===== src/rtl/ear_in_conditioner.sv =====
// ear_in_conditioner -- conditions the asynchronous tape EAR line.
//
// Synchronizes the raw level, rejects glitches shorter than FILT_LEN cycles,
// strobes each accepted transition, drives a retriggerable activity
// indicator, and optionally measures the spacing between accepted edges.
//
// Optional feature macro: EAR_PULSE_STATS_EN
//   defined   -> edge-to-edge timing FSM, pulse_width and pulse_valid are built
//   undefined -> pulse_width/pulse_valid tied to 0, clr_stats ignored
//
// Ports
//   clk          CPU clock, all logic on rising edge
//   nreset       asynchronous active-low reset
//   ear_raw      asynchronous tape line-in level
//   clr_stats    single-cycle request to drop the pulse-timing reference
//   ear_out      filtered EAR level (port-FE bit 6)
//   ear_edge     one-cycle strobe on every accepted transition of ear_out
//                ("edge" is a reserved word in SystemVerilog)
//   pulse_width  cycles between the last two accepted edges, saturating
//   pulse_valid  one-cycle strobe marking a new pulse_width
//   activity     tape-loading LED indicator
module ear_in_conditioner #(
    parameter int FILT_LEN = 8,
    parameter int ACT_HOLD = 350000,
    parameter bit INVERT   = 1'b0
) (
    input  logic        clk,
    input  logic        nreset,
    input  logic        ear_raw,
    input  logic        clr_stats,
    output logic        ear_out,
    output logic        ear_edge,
    output logic [15:0] pulse_width,
    output logic        pulse_valid,
    output logic        activity
);

    localparam logic [7:0]  FC_LAST = 8'(FILT_LEN - 1);
    localparam logic [19:0] AT_LOAD = 20'(ACT_HOLD);

    logic       sync0, sync1;
    logic [7:0] fc;
    logic [19:0] at;
    logic       accept;

    // Two-flop synchronizer; only sync1 feeds the filter.
    always_ff @(posedge clk or negedge nreset) begin
        if (!nreset) begin
            sync0 <= 1'b0;
            sync1 <= 1'b0;
        end else begin
            sync0 <= ear_raw ^ INVERT;
            sync1 <= sync0;
        end
    end

    // A level is accepted on the FILT_LEN-th consecutive differing cycle.
    assign accept = (sync1 != ear_out) && (fc == FC_LAST);

    always_ff @(posedge clk or negedge nreset) begin
        if (!nreset) begin
            fc       <= '0;
            ear_out  <= 1'b0;
            ear_edge <= 1'b0;
        end else begin
            ear_edge <= accept;
            if (sync1 == ear_out) begin
                fc <= '0;
            end else if (fc == FC_LAST) begin
                fc      <= '0;
                ear_out <= ~ear_out;
            end else begin
                fc <= fc + 8'd1;
            end
        end
    end

    // Retriggerable hold timer: reload on each edge, count down to zero.
    always_ff @(posedge clk or negedge nreset) begin
        if (!nreset) begin
            at <= '0;
        end else if (accept) begin
            at <= AT_LOAD;
        end else if (at != '0) begin
            at <= at - 20'd1;
        end
    end

    assign activity = (at != '0);

`ifdef EAR_PULSE_STATS_EN
    localparam logic [0:0] ST_NOREF  = 1'b0;
    localparam logic [0:0] ST_TIMING = 1'b1;

    logic [0:0]  state;
    logic [15:0] pc;

    // pc is loaded with 1 on the edge clock, so at the next edge it holds
    // the exact edge-to-edge distance in cycles.
    always_ff @(posedge clk or negedge nreset) begin
        if (!nreset) begin
            state       <= ST_NOREF;
            pc          <= '0;
            pulse_width <= '0;
            pulse_valid <= 1'b0;
        end else begin
            pulse_valid <= 1'b0;
            if (accept) begin
                // An edge always becomes the new reference, even with clr_stats.
                state <= ST_TIMING;
                pc    <= 16'd1;
                if (state == ST_TIMING && !clr_stats) begin
                    pulse_width <= pc;
                    pulse_valid <= 1'b1;
                end
            end else if (clr_stats) begin
                state <= ST_NOREF;
                pc    <= '0;
            end else if (state == ST_TIMING && pc != 16'hFFFF) begin
                pc <= pc + 16'd1;
            end
        end
    end
`else
    logic unused_clr_stats;
    assign unused_clr_stats = clr_stats;
    assign pulse_width      = '0;
    assign pulse_valid      = 1'b0;
`endif

endmodule

===== config.mk =====
export PLATFORM = sky130hd
export DESIGN_NAME = ear_in_conditioner
export DESIGN_NICKNAME = d
export VERILOG_FILES = /design/src/rtl/ear_in_conditioner.sv
export SDC_FILE = /design/constraint.sdc
export NUM_CORES = 1
export LEC_CHECK = 0
export CAP_MARGIN = 20
export CORE_MARGIN = 5
export CORE_UTILIZATION = 33
export DETAILED_ROUTE_END_ITERATION = 10
export SLEW_MARGIN = 20
export SYNTH_ARGS = -nofsm -noshare
export SYNTH_HDL_FRONTEND = slang
export SYNTH_SLANG_ARGS = --single-unit
export TNS_END_PERCENT = 5

===== constraint.sdc =====
create_clock -name clk -period 5.3 [get_ports clk]
set_input_delay 1.06 -clock clk [delete_from_list [all_inputs] [get_ports clk]]
set_output_delay 1.06 -clock clk [all_outputs]
set_load 0.005 [all_outputs]

-- Yosys cells after proc, flatten, opt, wreduce, memory -nomap -nowiden
Cells that the tools add are included.
- register bits: 32
- output and inout bits: 20
- logic and storage cells: 21
- $add $sub $neg: 2
- equal/unequal tests: 3
- multiplexer cells: 4
- bitwise operators: 2
- reduce and logical (&&, ||, !) cells: 4
- operators with widths (kind ; count):
    2-to-1 mux 20 bit ; 2
    nonzero test 20 bit ; 1
    subtractor 20 x 1 -> 20 bit (second input constant) ; 1
    2-to-1 mux 8 bit ; 2
    adder 8 x 1 -> 8 bit (second input constant) ; 1
    equality test 8 x 3 -> 1 bit (second input constant) ; 1
    NOT 1 bit ; 2
    AND reduction 2 bit ; 1
    nonzero test 2 bit ; 1
    equality test 1 bit ; 1
    logical AND 1 bit ; 1
    != test 1 bit ; 1

-- Longest topological paths before layout
- word-level depth: 3
- depth in mapped cells: 7
- mapped depth without buffers: 6

-- Least setup slack after synthesis
No wires, ideal clock.
- path kind: reg-to-output
- start point: reg at[1]
- end point: out activity
- arrival time: 1.671 ns
- slack: 2.569 ns
- cell stages (with the launch flop): 7
- cell sequence: dfrtp_1 inv_1 ha_1 or3b_1 nor4_4 buf_6 nand2_1
- word-level cells in the longest chain between the ends: 1
- RTL lines (what ; line ; RTL):
    from (decl) ; 43 ; logic [19:0] at;
    from (signal assigned) ; 85 ; at <= at - 20'd1;
    nonzero test 20 bit ; 89 ; assign activity = (at != '0);
    to (decl) ; 35 ; output logic activity
Every way passes these cells.

-- Worst setup path after layout
- start point: reg at[0]
- end point: out activity
The elaborated chain is that of the path after synthesis.

==> results by group <==
Clock tree
  – Clk_lat worst skew: 0.28 ns
  – CTS Sinks: 32
  – Hold buffers post-CTS: 0
  – Clock-pin slew on the worst setup and hold paths: 0.07 ns
  – Clk buf depth: 2
  – Root Buffer: clkbuf_8
  – CTS tree: done
  – Post-CTS setup buffers: 0
  – Resized cells post-CTS: 0
  – CTS buffer count: 5
  – Max H-tree Level: 2

Synthesis
  – Sequential area share after synthesis: 0.435
  – Post-Syn Area per Cell: 9.96 sq um
  – Yosys warns: 0
  – Netlist cell types: 44
  – Synth Cell Area: 0.00184 sq mm
  – Post-synth top flop: dfrtp_1
  – Post-synthesis register bit count: 32
  – Post-synthesis async set-or-reset flop share: 1.00
  – Post-synth EDFFs: 0
  – Syn Inst Count: 185

Floorplanning
  – Core area: 0.00547 sq mm
  – Initial core utilization: 0.337
  – Die area: 0.00717 sq mm
  – DIE HEIGHT: 84.7 microns
  – Row count: 27
  – Die span in x: 84.7 microns
  – Total I/O pin count: 24

Layout
  – Antenna cells: 0
  – Final std cells w/o fill: 267
  – Nets: 201
  – Most common cell after layout, fill and taps aside: dfrtp_1
  – Fraction of layout cells with a size suffix above 1: 0.133
  – Most frequent cells in the layout: 32 x dfrtp_1, 17 x conb_1, 14 x nor2_1, 12 x nand3_1, 10 x nand2_1
  – Layout area overhead: 8.42%

Placement
  – Number of port buffers: 5
  – Placed cells: 259
  – Post-DP HPWL: 2360 microns
  – GPL Wtd Cong: 0.762

Power and ir drop
  – Static Leakage: 0.000867 uW
  – Pwr dens: 495 mW/mm^2
  – VDD IR max: 0.145 mV

Routing
  – Starting DRT DRC Count: 78
  – Vias per Instance: 4.89
  – ANT nets after route: 0
  – Final Routed Wirelength: 3420 microns
  – Via Count: 1305
  – Avg WL per Cell: 12.8 microns
  – Post-route DRC violation count: 0
  – First-pass iteration count of the detailed router: 4

Timing
  – RSZ-0062 raised after global routing: no
  – Fin Hold WS: 0.351 ns
  – Slew HR: 0.537
  – Fin crit period: 3.56 ns
  – Tcrit/Tclk final: 0.673
  – Clock skew: 0.00575 ns
  – Final hold vios: 0
  – Fmax: 0.281 GHz
  – Worst slew pin tran: 0.690 ns
  – Max-slew violations: 0
  – Final setup vio count: 0
  – Final TNS setup: 0 ns

Critical path
  – WP data required: 4.24 ns
  – Reg2Reg Depth: 5
  – R2R Path Start: fc[3]$_DFF_PN0_
  – Critical path class: flop to output port
  – RR Endpoint: at[5]$_DFFE_PN0P_
  – CP endpoint: activity
  – Critical Path Fanout Max: 15
  – CP arrival: 2.50 ns
  – R2R setup slack: 3.07 ns
  – CP Launch Type: flop
  – Crit path from: at[0]$_DFFE_PN0P_
  – Worst Setup End Kind: output port

Global routing
  – Largest net degree at the start of global routing: 33
  – Gr busiest metal: met2
  – Total GRT Usage: 0.101
  – Antenna violations before repair: 0
  – Met2 global-route usage: 0.162
  – Vias in the first global route: 1247
  – GR Util met1: 0.124
  – GRT overflow: 0
  – GRT met3 Usage: 0.0236
  – First-pass GRT wire length: 5800 microns

Run status
  – Outcome: completed

Flow run
  – Maxcap violations: 0

Worst hold path
  – Hold path cells: 0
  – Hold Path Class: flop to flop
[area by class of cell]
cell class                 count  area [sq um]
timing repair buffer           7          65.1
clock inverter                 2          10.0
tap                           72          90.1
multi-input combinational    144           933
inverter                       4          15.0
clock buffer                   6          82.6
sequential                    32           801
fill                         562          3480
[worst max-delay path, cell delays in order (launching register included)]
cell and delay (ns):
dfrtp_1 0.43, inv_1 0.10, ha_1 0.15, or3b_1 0.45, nor4_4 0.30, buf_4 0.24
nand2_1 0.07, clkdlybuf4s50_1 0.47
[worst min-delay path by stage]
stage / from / endpoint / slack [ns]
after global routing: sync0$_DFF_PN0_ / sync1$_DFF_PN0_ / 0.38
after floorplan: sync0$_DFF_PN0_ / sync1$_DFF_PN0_ / 0.33
final: sync0$_DFF_PN0_ / sync1$_DFF_PN0_ / 0.35
after global placement: sync0$_DFF_PN0_ / sync1$_DFF_PN0_ / 0.33
after detailed placement: sync0$_DFF_PN0_ / sync1$_DFF_PN0_ / 0.34
after CTS: sync0$_DFF_PN0_ / sync1$_DFF_PN0_ / 0.35
[sequential cells by signal (all words and copies together), names as in the netlist]
name      cells
ear_out       1
sync1         1
sync0         1
fc            8
at           20
ear_edge      1
[stage by stage]
stage,setup slack (ns),utilization,instance area (sq um),total power (uW)
2_1_floorplan,2.57,-,1900,721
3_3_place_gp,2.07,0.348,1900,785
3_5_place_dp,2.04,0.348,1900,799
4_1_cts,1.72,0.365,2000,999
5_1_grt,1.62,0.365,2000,1070
6_report,1.74,0.365,2000,988
[logic make-up after synthesis]
| group | Yosys count | synth area share |
|---|---|---|
| flip-flops | 32 | 0.435 |
| adder cells (fa/ha/maj) | 3 | 0.0204 |
| AND/OR/NAND/NOR | 84 | 0.276 |
| other | 1 | 0.00204 |
| multiplexers | 7 | 0.0387 |
| buffers and inverters | 25 | 0.0910 |
| AO/OA/AOI/OAI | 26 | 0.104 |
| XOR/XNOR | 7 | 0.0333 |
[routing by layer]
layer / wire (microns) / share of wire
met5: 0 / 0
met4: 70 / 0.020
met3: 106 / 0.031
met2: 1630 / 0.48
met1: 1610 / 0.47
[cells in the mapped netlist (2+ instances only)]
cell type  number  area (sq um)
nand3_1        12          60.1
nor3_2          2          20.0
xor2_1          4          35.0
o31ai_1         5          37.5
buf_2           2          10.0
a2111oi_0       2          17.5
nor4_1          4          25.0
or3_1           7          43.8
dfrtp_1        32           801
o21ai_0         4          20.0
or3b_1          2          17.5
or4_4           2          22.5
or2_2           5          31.3
mux2i_1         6          60.1
buf_4          17           128
ha_1            3          37.5
o41ai_1         2          17.5
nand4_1         2          12.5
or4_1           6          45.0
nor2_1         14          52.6
inv_1           3          11.3
nor4_2          2          25.0
a21oi_1         6          30.0
and2_1          2          12.5
nand2_1        10          37.5
nor3_1          3          15.0
xnor2_1         3          26.3
nand2b_1        6          37.5
and3_1          2          12.5
[report_power, final]
part | internal (uW) | leakage (uW) | total, uW | switching (uW)
registers | 329 | 0.000412 | 435 | 106
logic | 172 | 0.000404 | 359 | 187
clock network | 103 | 0.0000510 | 194 | 90.4
total | 605 | 0.000867 | 988 | 383
Power figures use the tool's default switching activity.
